===== src/rtl/istra_stream_decoder.sv =====
// istra_stream_decoder
//
// Integrates the signed stochastic output stream of the ISTRA iteration cell over a
// window of 2**WIN_LOG2 clocks and presents the two's-complement sum on a
// valid/ready handshake. A completed window is dropped, and OVERRUN is set, when
// the previous result is still waiting and the consumer is not accepting it.
//
// Optional feature: define ISTRA_DEC_SIGNMAG_EN to add the OUT_MAG / SIGN_OUT
// sign-magnitude copy of the result. It is registered alongside OUT_VAL.
//
// Ports
//   CLK        in   clock, rising edge
//   INIT_n     in   asynchronous active-low reset
//   RUN        in   level: start windows and keep them running back to back
//   CLR        in   synchronous abort of the window in progress; clears OVERRUN
//   IN         in   stochastic magnitude bit
//   SIGN_IN    in   sign paired with IN (1 = negative)
//   OUT_VAL    out  signed result, WIN_LOG2+2 bits
//   OUT_VALID  out  OUT_VAL holds an unconsumed result
//   OUT_READY  in   consumer accepts OUT_VAL when OUT_VALID & OUT_READY
//   BUSY       out  a window is being accumulated
//   OVERRUN    out  sticky: a completed window was dropped
//   OUT_MAG    out  |result|, WIN_LOG2+1 bits (ISTRA_DEC_SIGNMAG_EN only)
//   SIGN_OUT   out  result is negative (ISTRA_DEC_SIGNMAG_EN only)

module istra_stream_decoder #(
  parameter int unsigned WIN_LOG2 = 8
) (
  input  logic                CLK,
  input  logic                INIT_n,
  input  logic                RUN,
  input  logic                CLR,
  input  logic                IN,
  input  logic                SIGN_IN,
  output logic [WIN_LOG2+1:0] OUT_VAL,
  output logic                OUT_VALID,
  input  logic                OUT_READY,
  output logic                BUSY,
  output logic                OVERRUN
`ifdef ISTRA_DEC_SIGNMAG_EN
  ,
  output logic [WIN_LOG2:0]   OUT_MAG,
  output logic                SIGN_OUT
`endif
);

  localparam int unsigned AccW = WIN_LOG2 + 2;

  localparam logic [AccW-1:0]     AccOne = {{(AccW-1){1'b0}}, 1'b1};
  localparam logic [WIN_LOG2-1:0] CntOne = {{(WIN_LOG2-1){1'b0}}, 1'b1};
  localparam logic [WIN_LOG2-1:0] CntMax = '1;

  typedef enum logic [0:0] {StIdle, StAccum} state_e;

  state_e              state_q, state_d;
  logic [AccW-1:0]     acc_q, acc_d;
  logic [WIN_LOG2-1:0] cnt_q, cnt_d;
  logic [AccW-1:0]     inc, sum;
  logic [AccW-1:0]     val_q;
  logic                valid_q, valid_d;
  logic                ovr_q, ovr_d;
  logic                offer, load, drop;

  // +1 / -1 / 0 per sample, two's complement at accumulator width
  always_comb begin
    inc = '0;
    if (IN) begin
      inc = SIGN_IN ? '1 : AccOne;
    end
  end

  // Final sum of a window includes the increment of the last sample itself
  assign sum = acc_q + inc;

  always_comb begin
    state_d = state_q;
    acc_d   = acc_q;
    cnt_d   = cnt_q;
    offer   = 1'b0;
    if (CLR) begin
      state_d = StIdle;
      acc_d   = '0;
      cnt_d   = '0;
    end else begin
      case (state_q)
        StIdle: begin
          acc_d = '0;
          cnt_d = '0;
          if (RUN) begin
            state_d = StAccum;
          end
        end
        StAccum: begin
          acc_d = sum;
          cnt_d = cnt_q + CntOne;  // wraps to 0 after the last sample
          if (cnt_q == CntMax) begin
            offer   = 1'b1;
            acc_d   = '0;
            state_d = RUN ? StAccum : StIdle;
          end
        end
        default: begin
          state_d = StIdle;
          acc_d   = '0;
          cnt_d   = '0;
        end
      endcase
    end
  end

  // A load can replace a result that is being consumed on the same clock
  assign load = offer & (~valid_q | OUT_READY);
  assign drop = offer & valid_q & ~OUT_READY;

  always_comb begin
    valid_d = valid_q;
    if (load) begin
      valid_d = 1'b1;
    end else if (valid_q && OUT_READY) begin
      valid_d = 1'b0;
    end
  end

  assign ovr_d = CLR ? 1'b0 : (ovr_q | drop);

  always_ff @(posedge CLK or negedge INIT_n) begin
    if (!INIT_n) begin
      state_q <= StIdle;
      acc_q   <= '0;
      cnt_q   <= '0;
      val_q   <= '0;
      valid_q <= 1'b0;
      ovr_q   <= 1'b0;
    end else begin
      state_q <= state_d;
      acc_q   <= acc_d;
      cnt_q   <= cnt_d;
      valid_q <= valid_d;
      ovr_q   <= ovr_d;
      if (load) begin
        val_q <= sum;
      end
    end
  end

  assign OUT_VAL   = val_q;
  assign OUT_VALID = valid_q;
  assign BUSY      = (state_q == StAccum);
  assign OVERRUN   = ovr_q;

`ifdef ISTRA_DEC_SIGNMAG_EN
  localparam logic [WIN_LOG2:0] MagOne = {{WIN_LOG2{1'b0}}, 1'b1};

  logic               sum_neg;
  logic [WIN_LOG2:0]  sum_mag;
  logic [WIN_LOG2:0]  mag_q;
  logic               sign_q;

  // Negating in WIN_LOG2+1 bits is exact: -2**WIN_LOG2 maps to 2**WIN_LOG2
  assign sum_neg = sum[AccW-1];
  assign sum_mag = sum_neg ? (~sum[WIN_LOG2:0] + MagOne) : sum[WIN_LOG2:0];

  always_ff @(posedge CLK or negedge INIT_n) begin
    if (!INIT_n) begin
      mag_q  <= '0;
      sign_q <= 1'b0;
    end else if (load) begin
      mag_q  <= sum_mag;
      sign_q <= sum_neg;
    end
  end

  assign OUT_MAG  = mag_q;
  assign SIGN_OUT = sign_q;
`endif

endmodule


===== config.mk =====
export PLATFORM = sky130hd
export DESIGN_NAME = istra_stream_decoder
export DESIGN_NICKNAME = d
export VERILOG_FILES = /design/src/rtl/istra_stream_decoder.sv
export SDC_FILE = /design/constraint.sdc
export NUM_CORES = 1
export LEC_CHECK = 0
export CORE_MARGIN = 2
export CORE_UTILIZATION = 45
export DETAILED_ROUTE_END_ITERATION = 16
export HOLD_SLACK_MARGIN = 0.1
export PLACE_DENSITY = 0.71
export SYNTH_ARGS = -nofsm -noshare
export SYNTH_HDL_FRONTEND = slang
export SYNTH_SLANG_ARGS = --single-unit

===== constraint.sdc =====
create_clock -name CLK -period 2.2 [get_ports CLK]
set_input_delay 0.44 -clock CLK [delete_from_list [all_inputs] [get_ports CLK]]
set_output_delay 0.44 -clock CLK [all_outputs]
set_load 0.05 [all_outputs]

==> flow_summary.json <==
{
  "p_per_area_nw_per_um2": 554,
  "fin_crit_sh": 0.919,
  "start_util": 0.483,
  "yosysSeqAreaShare": 0.517,
  "min_period_ns": 2.02,
  "drtPass1Iterations": 4,
  "critPathLaunchType": "flip-flop",
  "antennaDiodeCount": 0,
  "outcome": "finished clean",
  "worstPathMaxFanout": 7,
  "leakage_nw": 0.810,
  "synth.distinct_cells": 37,
  "synth_edf_count": 0,
  "synth-adder-area-share": 0.0250,
  "die_y_um": 61.7,
  "vdd_drop_max_mv": 0.487,
  "p_int_w": 0.000753,
  "switching_share": 0.271,
  "viasPerCell": 5.44,
  "portBuffers": 19,
  "rsz0062_at_grt": "false",
  "htreeDepth": 2,
  "synth_xor_area_frac": 0.0409,
  "path_clk_slew_ns": 0.10,
  "grt_pass1_vias": 1223,
  "row_count": 20,
  "ant_nets": 0,
  "syn2layout_area_growth_pct": 24.4,
  "dieArea_um2": 3810,
  "cp-end-kind": "flip-flop",
  "crit_required_ns": 2.44,
  "synth-simple-area-share": 0.270,
  "worstMarginPinSlew_ns": 0.501,
  "synth_cells": 152,
  "hold_violations": 0,
  "syn_area_per_cell_um2": 9.87,
  "grt_antenna_before_repair": 0,
  "ys.flop_type": "dfrtp_1",
  "place_area_um2": 1770,
  "p_comb_frac": 0.112,
  "synth_top_family_by_area": "simple AND/OR/NAND/NOR gates",
  "avgRoutedWirePerCell_um": 13.0,
  "clkSinkCount": 31,
  "finish.utilization": 0.601,
  "grt_pass1_wl_um": 5030,
  "slew_headroom": 0.663,
  "cts_root_buffer": "clkbuf_4",
  "report.final.slew_viol_count": 0,
  "synth_nets": 162,
  "setup_viol": 0,
  "grt_max_degree": 32,
  "seqPwrFrac": 0.575,
  "drt_iter0_drc": 38,
  "p_clk_frac": 0.313,
  "worstPathArrival_ns": 2.27,
  "syn_area_um2": 1500,
  "hold_buffers": 0,
  "nNetsFinal": 189,
  "power.switching_w": 0.000280,
  "core-area_um2": 3100,
  "synth_seq_cells": 31,
  "ys_warn_count": 0,
  "skew_ns": 0.00833,
  "clockBufferDepth": 2,
  "drc": 0,
  "hold_path_class": "in2async",
  "async_flop_share": 1.00,
  "criticalPathCategory": "reg2reg",
  "wirelength_um": 2920,
  "grt_use_total": 0.182,
  "final_area_um2": 1870,
  "ios": 20,
  "drv_cap": 0,
  "die_w_um": 61.7,
  "overflow": 0,
  "place_congestion": 0.860,
  "dp_hpwl_um": 2130,
  "drive_gt1_frac": 0.128,
  "cts_buffers": 5,
  "vias": 1218,
  "clk_latency_ns": 0.33,
  "synth_compound_area_frac": 0.110,
  "cts_tree": "yes",
  "max_freq_mhz": 495,
  "synthMuxAreaShare": 0.00667
}
-- layer usage --
metal / part of all wire / up-vias / routed length (um) / global-route usage
li1: - / 604 / - / -
met1: 0.45 / 588 / 1330 / 0.220
met2: 0.49 / 21 / 1430 / 0.299
met3: 0.040 / 5 / 118 / 0.0600
met4: 0.017 / 0 / 51 / 0.0790
met5: 0 / - / 0 / 0
-- cells in the final DEF (no fill, tap or decap), types with 3 or more instances in the layout --
| master | Yosys | routed |
|---|---|---|
| o31ai_1 | 5 | 4 |
| or3_1 | 4 | 4 |
| nor4_1 | 4 | 3 |
| o21ai_0 | 6 | 6 |
| xor2_1 | 4 | 4 |
| nand2_1 | 14 | 13 |
| inv_1 | 3 | 3 |
| clkdlybuf4s50_1 | 0 | 17 |
| nor2_1 | 13 | 13 |
| xnor2_1 | 3 | 3 |
| ha_1 | 3 | 3 |
| nand3_1 | 7 | 7 |
| dfrtp_1 | 31 | 31 |
| nor3_1 | 13 | 12 |
| clkbuf_4 | 0 | 5 |
| buf_4 | 0 | 8 |
| o21a_1 | 5 | 5 |
-- final timing paths --
check	startpoint	to	slack, ns	depth (start not counted)
worst min register to register	cnt_q[0]	cnt_q[0]	0.48	1
worst min-delay path	INIT_n	OUT_VALID	0.48	2
worst max-delay path	acc_q[1]	OUT_VAL[8]	0.18	6
max in group asynchronous	INIT_n	acc_q[5]	1.43	2
min in group CLK	cnt_q[0]	cnt_q[0]	0.48	1
worst max register to register	acc_q[1]	OUT_VAL[8]	0.18	6
-- critical path, cell delays in order, from the launching register on --
cell,delay (ns)
dfrtp_1,0.46
xnor2_1,0.16
ha_1,0.21
or4_4,0.43
nor4_4,0.33
nor3_2,0.08
o31ai_2,0.25
-- final cells by class --
cell class | count | area, um^2
multi-input cells | 111 | 711
clock inverters | 3 | 20.0
clock buffers | 5 | 37.5
inverters | 3 | 11.3
flip-flops and latches | 31 | 776
repair buffers | 27 | 255
well taps | 44 | 55.1
fillers | 279 | 1240
-- logic make-up (layout without fill, tap and decap cells) --
kind of cell               count (synthesis)  after routing
AOI/OAI and AO/OA                         25             25
and+or+nand+nor                           75             75
adders and majority gates                  3              3
muxes                                      1              1
buffers and inverters                     10             38
DFF                                       31             31
xor gates and xnor gates                   7              7
-- Yosys cell counts, types with 4 or more instances --
cell type / instances / share of area
clkbuf_1: 6 / 0.015
dfrtp_1: 31 / 0.52
nand2_1: 14 / 0.035
nand3_1: 7 / 0.023
nor2_1: 13 / 0.033
nor3_1: 13 / 0.043
nor4_1: 4 / 0.017
o21a_1: 5 / 0.025
o21ai_0: 6 / 0.020
o31ai_1: 5 / 0.025
or3_1: 4 / 0.017
xor2_1: 4 / 0.023
-- through the flow --
stage | power (W) | std cells | hold slack (ns) | setup TNS [ns] | setup slack, ns
after floorplan | 0.000666 | 152 | 0.144 | 0 | 0.249
after global placement | 0.000711 | 216 | 0.442 | -1.34 | -0.251
after detailed placement | 0.000714 | 216 | 0.458 | -2.08 | -0.339
after CTS | 0.00104 | 224 | 0.475 | 0 | 0.0134
after global routing | 0.00109 | 224 | 0.493 | 0 | 0.0908
final | 0.00103 | 224 | 0.481 | 0 | 0.179
-- sequential cells by signal, indices dropped and copies added, names as in the netlist --
register,count
BUSY,1
OUT_VAL,10
OUT_VALID,1
OVERRUN,1
acc_q,10
cnt_q,8
-- power by group through the flow --
stage	sequential (W)	combinational, W	clock, W
2_1_floorplan	0.000605	0.0000615	0
3_3_place_gp	0.000603	0.000108	0
3_5_place_dp	0.000604	0.000110	0
4_1_cts	0.000593	0.000110	0.000338
5_1_grt	0.000596	0.000128	0.000362
6_report	0.000594	0.000116	0.000323
-- timing repair --
| item | CTS | global route |
|---|---|---|
| resized for setup | 0 | 8 |
| setup buffers | 0 | 0 |
| endpoints found under the setup margin | 0 | 4 |
(Power assumes the default switching activity.)
